[src/rtl/mux_pkg.sv]
// rtl/mux_pkg.sv - shared constants and state encoding for mux_nto1_scan
package mux_pkg;

    typedef enum logic [1:0] {
        ST_IDLE = 2'd0,
        ST_HOLD = 2'd1,
        ST_SCAN = 2'd2
    } mux_state_e;

    // Dwell counter width; DWELL-1 up to 255 fits in 8 bits.
    localparam int DWELL_CW  = 8;

    localparam int N_MIN     = 2;
    localparam int N_MAX     = 64;
    localparam int W_MIN     = 1;
    localparam int W_MAX     = 64;
    localparam int DWELL_MIN = 1;
    localparam int DWELL_MAX = 256;

endpackage

[src/rtl/mux_scan_ctr.sv]
// rtl/mux_scan_ctr.sv - dwell counter and wrapping channel stepper for scan mode (MUX_SCAN_EN builds only)
//
// Ports:
//   clk, rst  : clock, asynchronous active-high reset
//   clear     : force dwell counter to 0 (outside SCAN or leaving it)
//   enable    : count this cycle (in SCAN with mode held high)
//   cur_ch    : channel currently selected
//   next_ch   : cur_ch + 1, wrapping N-1 -> 0
//   step      : high on the last dwell cycle; owner advances to next_ch
module mux_scan_ctr
    import mux_pkg::*;
#(
    parameter int N     = 4,
    parameter int DWELL = 1,
    parameter int SELW  = $clog2(N)
) (
    input  logic            clk,
    input  logic            rst,
    input  logic            clear,
    input  logic            enable,
    input  logic [SELW-1:0] cur_ch,
    output logic [SELW-1:0] next_ch,
    output logic            step
);

    localparam logic [DWELL_CW-1:0] LAST_CNT = DWELL_CW'(DWELL - 1);
    localparam logic [SELW-1:0]     LAST_CH  = SELW'(N - 1);

    logic [DWELL_CW-1:0] dwell_cnt;

    assign step    = enable && (dwell_cnt == LAST_CNT);
    // Explicit wrap so non-power-of-2 N never visits an unused code.
    assign next_ch = (cur_ch == LAST_CH) ? '0 : cur_ch + 1'b1;

    always_ff @(posedge clk or posedge rst) begin
        if (rst) begin
            dwell_cnt <= '0;
        end else if (clear || step) begin
            dwell_cnt <= '0;
        end else if (enable) begin
            dwell_cnt <= dwell_cnt + 1'b1;
        end
    end

endmodule

[src/rtl/mux_nto1_scan.sv]
// rtl/mux_nto1_scan.sv - N-channel W-bit registered mux with held select and optional auto-scan
//
// Optional feature: define MUX_SCAN_EN to build the SCAN state and dwell counter;
// otherwise mode is ignored and the block runs IDLE/HOLD only.
//
// Ports:
//   clk, rst  : clock, asynchronous active-high reset
//   in_data   : N*W, channel k at [k*W +: W]
//   sel       : requested channel, captured when sel_valid
//   sel_valid : capture sel this cycle
//   mode      : 0 manual hold, 1 auto-scan
//   out_data  : registered data of the selected channel
//   out_ch    : channel that produced out_data
//   out_valid : out_data/out_ch meaningful (HOLD or SCAN)
//   sel_err   : one-cycle pulse after sel_valid with sel >= N
module mux_nto1_scan
    import mux_pkg::*;
#(
    parameter int N     = 4,
    parameter int W     = 8,
    parameter int DWELL = 1,
    parameter int SELW  = $clog2(N)
) (
    input  logic            clk,
    input  logic            rst,
    input  logic [N*W-1:0]  in_data,
    input  logic [SELW-1:0] sel,
    input  logic            sel_valid,
    input  logic            mode,
    output logic [W-1:0]    out_data,
    output logic [SELW-1:0] out_ch,
    output logic            out_valid,
    output logic            sel_err
);

    localparam logic [SELW:0] N_EXT = (SELW + 1)'(N);

    mux_state_e      state, state_n;
    logic [SELW-1:0] cur_ch, cur_n;
    logic            err_n;
    logic            sel_ok;
    logic            scan_req;
    logic            step;
    logic [SELW-1:0] next_ch;
    logic [W-1:0]    ch_data [N];

    for (genvar k = 0; k < N; k++) begin : g_ch
        assign ch_data[k] = in_data[k*W +: W];
    end

    assign sel_ok = sel_valid && ({1'b0, sel} < N_EXT);

`ifdef MUX_SCAN_EN
    assign scan_req = mode;

    // Counter is cleared whenever this cycle does not continue a scan, which
    // covers both SCAN entry and the SCAN -> HOLD exit.
    mux_scan_ctr #(
        .N     (N),
        .DWELL (DWELL),
        .SELW  (SELW)
    ) u_scan_ctr (
        .clk     (clk),
        .rst     (rst),
        .clear   (!((state == ST_SCAN) && mode)),
        .enable  ((state == ST_SCAN) && mode),
        .cur_ch  (cur_ch),
        .next_ch (next_ch),
        .step    (step)
    );
`else
    logic unused_scan;
    assign scan_req    = 1'b0;
    assign step        = 1'b0;
    assign next_ch     = '0;
    assign unused_scan = mode;
`endif

    always_comb begin
        state_n = state;
        cur_n   = cur_ch;
        err_n   = 1'b0;
        case (state)
            ST_IDLE, ST_HOLD: begin
                // Scan request takes priority; a coincident sel is discarded.
                if (scan_req) begin
                    state_n = ST_SCAN;
                    cur_n   = '0;
                end else if (sel_ok) begin
                    state_n = ST_HOLD;
                    cur_n   = sel;
                end else if (sel_valid) begin
                    err_n   = 1'b1;
                end
            end
            ST_SCAN: begin
                if (!scan_req) begin
                    state_n = ST_HOLD;
                end else if (step) begin
                    cur_n   = next_ch;
                end
            end
            default: state_n = ST_IDLE;
        endcase
    end

    always_ff @(posedge clk or posedge rst) begin
        if (rst) begin
            state     <= ST_IDLE;
            cur_ch    <= '0;
            out_data  <= '0;
            out_ch    <= '0;
            out_valid <= 1'b0;
            sel_err   <= 1'b0;
        end else begin
            state   <= state_n;
            cur_ch  <= cur_n;
            sel_err <= err_n;
            if (state != ST_IDLE) begin
                out_data  <= ch_data[cur_ch];
                out_ch    <= cur_ch;
                out_valid <= 1'b1;
            end else begin
                out_valid <= 1'b0;
            end
        end
    end

endmodule

[config.mk]
export PLATFORM = sky130hd
export DESIGN_NAME = mux_nto1_scan
export DESIGN_NICKNAME = d
export VERILOG_FILES = /design/src/rtl/mux_pkg.sv /design/src/rtl/mux_scan_ctr.sv /design/src/rtl/mux_nto1_scan.sv
export SDC_FILE = /design/constraint.sdc
export NUM_CORES = 1
export LEC_CHECK = 0
export ABC_AREA = 1
export CORE_UTILIZATION = 34
export CTS_BUF_LIST = sky130_fd_sc_hd__clkbuf_8
export DETAILED_ROUTE_END_ITERATION = 10
export PLACE_DENSITY = 0.77
export SLEW_MARGIN = 30
export SYNTH_ARGS = -nofsm -noshare
export SYNTH_HDL_FRONTEND = slang
export SYNTH_HIERARCHICAL = 1
export SYNTH_SLANG_ARGS = --single-unit
[constraint.sdc]
create_clock -name clk -period 1 [get_ports clk]
set_input_delay 0.15 -clock clk [delete_from_list [all_inputs] [get_ports clk]]
set_output_delay 0.15 -clock clk [all_outputs]
set_load 0.02 [all_outputs]
# After elaboration in Yosys (flattened, before gate mapping)
# Cells that the tools add are included.
[word_totals] register_bits=15 latch_bits=0 mem_bits_rw=0 rom_bits=0 input_bits=38 out_inout_bits=12 elab_cells=20 mem_count=0
[classes] addsub=0 mul=0 div=0 order_cmp=1 n_eq_ne=3 shift=0 mux=6 bitwise=1 reduce_logical=4
[op_table] cell="binary-select mux 8 bit (select 2 bit)" count=1
[op_table] cell="2-to-1 mux 8 bit" count=2
[op_table] cell="case mux 2 bit (2 select lines)" count=1
[op_table] cell="greater-or-equal comparator 3 bit (second input constant)" count=1
[op_table] cell="inverter 2 -> 3 bit" count=1
[op_table] cell="equality test 2 x 1 -> 1 bit (second input constant)" count=1
[op_table] cell="equality test 2 bit (second input constant)" count=1
[op_table] cell="zero test 2 bit" count=1
[op_table] cell="2-to-1 mux 2 bit" count=1
[op_table] cell="inequality test 2 bit (second input constant)" count=1
[op_table] cell="AND reduction 2 bit" count=1
[op_table] cell="nonzero test 2 bit" count=1
[op_table] cell="OR reduction 2 bit" count=1
[op_table] cell="2-to-1 mux 1 bit" count=1

# Longest topological paths before layout
[logic_depth] depth_word=4 depth_mapped=7 ltp_nobuf=6

# Worst setup path before layout
# No wires, ideal clock.
[synth_timing] path_type="register -> register" startpoint="reg cur_ch[0]" endpoint="reg out_data[0]" setup_ns=0.129 t_arrival_ns=0.827 slack_ns=0.044 path_stages_with_launch=4 n_path_buf=1 synth_period_minus_slack_ns=0.956 cell_sequence="dfrtp_1 -> buf_2 -> o211ai_1 -> nand3_1"
[synth_via] elab_chain_len=4
[synth_rtl] item="start: declaration" line_no="mux_nto1_scan.sv:39" source="logic [SELW-1:0] cur_ch, cur_n;"
[synth_rtl] item="start signal: assignment" line_no="mux_nto1_scan.sv:117" source="cur_ch <= cur_n;"
[synth_rtl] item="inverter 2 -> 3 bit (not written as such)" line_no="mux_nto1_scan.sv:120" source="out_data <= ch_data[cur_ch];"
[synth_rtl] item="binary-select mux 8 bit (select 2 bit)" line_no="mux_nto1_scan.sv:120"
[synth_rtl] item="2-to-1 mux 8 bit (not written as such) (2 in a row)" line_no="mux_nto1_scan.sv:120"
[synth_rtl] item="end signal: assignment" line_no="mux_nto1_scan.sv:120"
[synth_rtl] item="end: declaration" line_no="mux_nto1_scan.sv:30" source="output logic [W-1:0] out_data,"
# No other way between the ends. The select of a mux whose other input is x is not followed.
# A chain may end at the register's enable or synchronous reset.

# Worst setup path in the final report
[layout_timing] startpoint="reg cur_ch[0]" endpoint="reg out_data[5]"
# The elaborated chain is that of the path after synthesis.

==> flow_metrics.py <==
metrics = {
    "power": {
        "power_density_mw_per_mm2": 1258,
        "vdd_drop_max_v": 0.0007715,
        "p_leak_nw": 0.7281,
    },
    "critical_path": {
        "worstSetupStartpointType": "flip-flop",
        "ff2ff_path_depth": 3,
        "r2r_slack_ns": -0.04,
        "worstPathArrival_ns": 1.16,
        "cp_max_fo": 10,
        "r2r-end": "out_data[5]$_DFFE_PP0P_",
        "critPathRequiredTime_ns": 1.12,
        "cp-end-kind": "flip-flop",
        "critPathKind": "reg2reg",
        "rr_startpoint": "cur_ch[0]$_DFFE_PP0P_",
    },
    "cells_and_area": {
        "drive_gt1_frac": 0.1808,
        "final_cell_count_no_fill": 205,
        "diodes": 0,
        "layout_common_cells": "39 x nand2_1, 36 x clkdlybuf4s50_1, 28 x inv_1",
        "area_growth_pct": 67.41,
        "multi_input_area_um2": 331.6,
        "layout_commonest_cell": "nand2_1",
        "fillerInstances": 207,
        "fin_nets": 216,
        "final-seq-area_um2": 351.6,
        "design_area_mm2": 0.001401,
    },
    "sta": {
        "rsz0062_at_grt": "true",
        "worst_slack_ns": -0.03740,
        "slew_viol_final": 0,
        "period_share": 1.037,
        "final-hold-violation-count": 0,
        "fin_crit_ns": 1.037,
        "hold_ws_ns": 0.1970,
        "clock_skew_ns": 0.001430,
        "finalSetupViolCount": 4,
        "max_freq_mhz": 964.0,
    },
    "route": {
        "highest_layer": "met4",
        "drc_errors": 0,
        "vias": 928,
        "drtAntennaViolNets": 0,
        "wl_met2_um": 1186,
        "drt_wl_total_um": 2295,
        "route.met3.wl_um": 149,
        "viasPerCell": 4.527,
        "wl_per_cell_um": 11.20,
        "drtIter0Drc": 29,
        "wl_met1_um": 949,
        "firstDrtPassIters": 4,
    },
    "synth": {
        "ys_types": 15,
        "syn-num-nets": 158,
        "post-synth-top-area-cell": "dfrtp_1",
        "synth_area_leaders": "dfrtp_1 42%, nand2_1 17%, inv_1 13%",
        "ys_seq_area_frac": 0.4185,
        "synth-seq-cells": 14,
        "synth_area_um2": 837.1,
        "yosysWarnings": 6,
        "syn_avg_cell_area_um2": 6.975,
        "synthCells": 120,
        "yosysTopAreaCellShare": 0.4185,
    },
    "die": {
        "core_mm2": 0.002276,
        "chipWidth_um": 51.62,
        "num_io_pins": 50,
        "core.rowCount": 17,
        "die_h_um": 51.62,
        "die-area_mm2": 0.002664,
        "initial_core_util": 0.3678,
    },
    "placed_design": {
        "port_buffers": 47,
        "place_area_mm2": 0.001379,
        "post-place-cells": 199,
        "dp_hpwl_um": 1774,
        "place.gp.congestion": 0.8970,
    },
    "run": {
        "max_cap_viol_count": 0,
    },
    "global_route": {
        "grt_pass1_vias": 874,
        "gr-total-overflow": 0,
        "grtUsageTotal": 0.1812,
        "antenna_found_initial": 0,
        "grt_first_pass_wirelength_um": 3567,
        "grt_max_degree": 15,
    },
    "worst_hold_path": {
        "hold_class": "in2async",
    },
    "clock_network": {
        "cts_root_buffer": "clkbuf_8",
        "cts.path.max_buffers": 2,
        "htreeDepth": 1,
        "clock_sinks": 14,
        "path_clk_slew_ns": 0.06,
        "clk_latency_ns": 0.24,
        "cts_tree": "yes",
        "cts_buffers": 3,
    },
    "run_status": {
        "violations": "negative setup slack",
        "outcome": "finished with violations",
    },
}
-- layer usage --
metal | GRT usage | vias to the layer above
met5 | 0 | -
met4 | 0.07658 | 0
li1 | - | 479
met2 | 0.3442 | 39
met1 | 0.2004 | 408
met3 | 0.02047 | 2
-- where the power goes --
group          switching, W  internal [W]  leakage [nW]  total (W)
Clock              0.000213      0.000349        0.0288   0.000562
Sequential        0.0000428      0.000632         0.159   0.000675
Combinational      0.000257      0.000269         0.540   0.000526
-- logic make-up after synthesis --
| family | after synthesis | share of synthesized area |
|---|---|---|
| buffers and inverters | 36 | 0.1853 |
| AOI/OAI and AO/OA | 10 | 0.08071 |
| and+or+nand+nor | 59 | 0.3109 |
| other | 1 | 0.004480 |
| DFF | 14 | 0.4185 |
-- layout make-up --
class                      instances  share of cell area
sequential                        14              0.2509
clock buffer                       4             0.03929
multi-input combinational         70              0.2366
inverter                          29             0.07946
tap                               28             0.02500
timing repair buffer              60              0.3688
-- critical path, cell delays in order (launching register included) --
cell      delay [ns]
dfrtp_2         0.44
buf_4           0.18
o211ai_1        0.19
nand3_1         0.10
-- Yosys cell counts --
cell type  count
conb_1         1
o211ai_1       7
nand4_1        7
nand2_1       39
inv_1         28
buf_6          1
buf_2          4
nor2_1         2
or2_2          1
o21ai_0        3
inv_2          1
nor2_4         1
buf_4          2
nand3_1        9
dfrtp_1       14
-- how the worst max path moves through the flow --
stage          slack [ns]                       to               startpoint
2_1_floorplan        0.04  out_data[0]$_DFFE_PP0P_    cur_ch[0]$_DFFE_PP0P_
3_3_place_gp        -0.10              out_data[0]  out_data[0]$_DFFE_PP0P_
3_5_place_dp        -0.10                out_ch[1]    out_ch[1]$_DFFE_PP0P_
4_1_cts            -0.008  out_data[6]$_DFFE_PP0P_    cur_ch[0]$_DFFE_PP0P_
5_1_grt             -0.06  out_data[6]$_DFFE_PP0P_    cur_ch[0]$_DFFE_PP0P_
6_report            -0.04  out_data[5]$_DFFE_PP0P_    cur_ch[0]$_DFFE_PP0P_
-- through the flow --
stage / utilization / setup slack [ns] / setup TNS, ns / power, W
final: 0.6157 / -0.03740 / -0.07567 / 0.001763
after detailed placement: 0.6058 / -0.1005 / -0.9302 / 0.001260
after global placement: 0.6058 / -0.1005 / -0.8258 / 0.001243
after global routing: 0.6157 / -0.06172 / -0.2671 / 0.001843
after CTS: 0.6124 / -0.007604 / -0.01441 / 0.001761
after floorplan: - / 0.04429 / 0 / 0.0009383
-- registers in the layout, indices dropped and copies added, names as in the netlist --
register and flops:
out_data 8, cur_ch 2, state 1, out_valid 1
out_ch 2
-- repair_timing --
action,CTS,global route
endpoints found under the setup margin,16,8
hold buffers,0,0
setup buffers,2,0
resized for setup,44,3
pin swaps,4,4
Power figures use the tool's default switching activity.
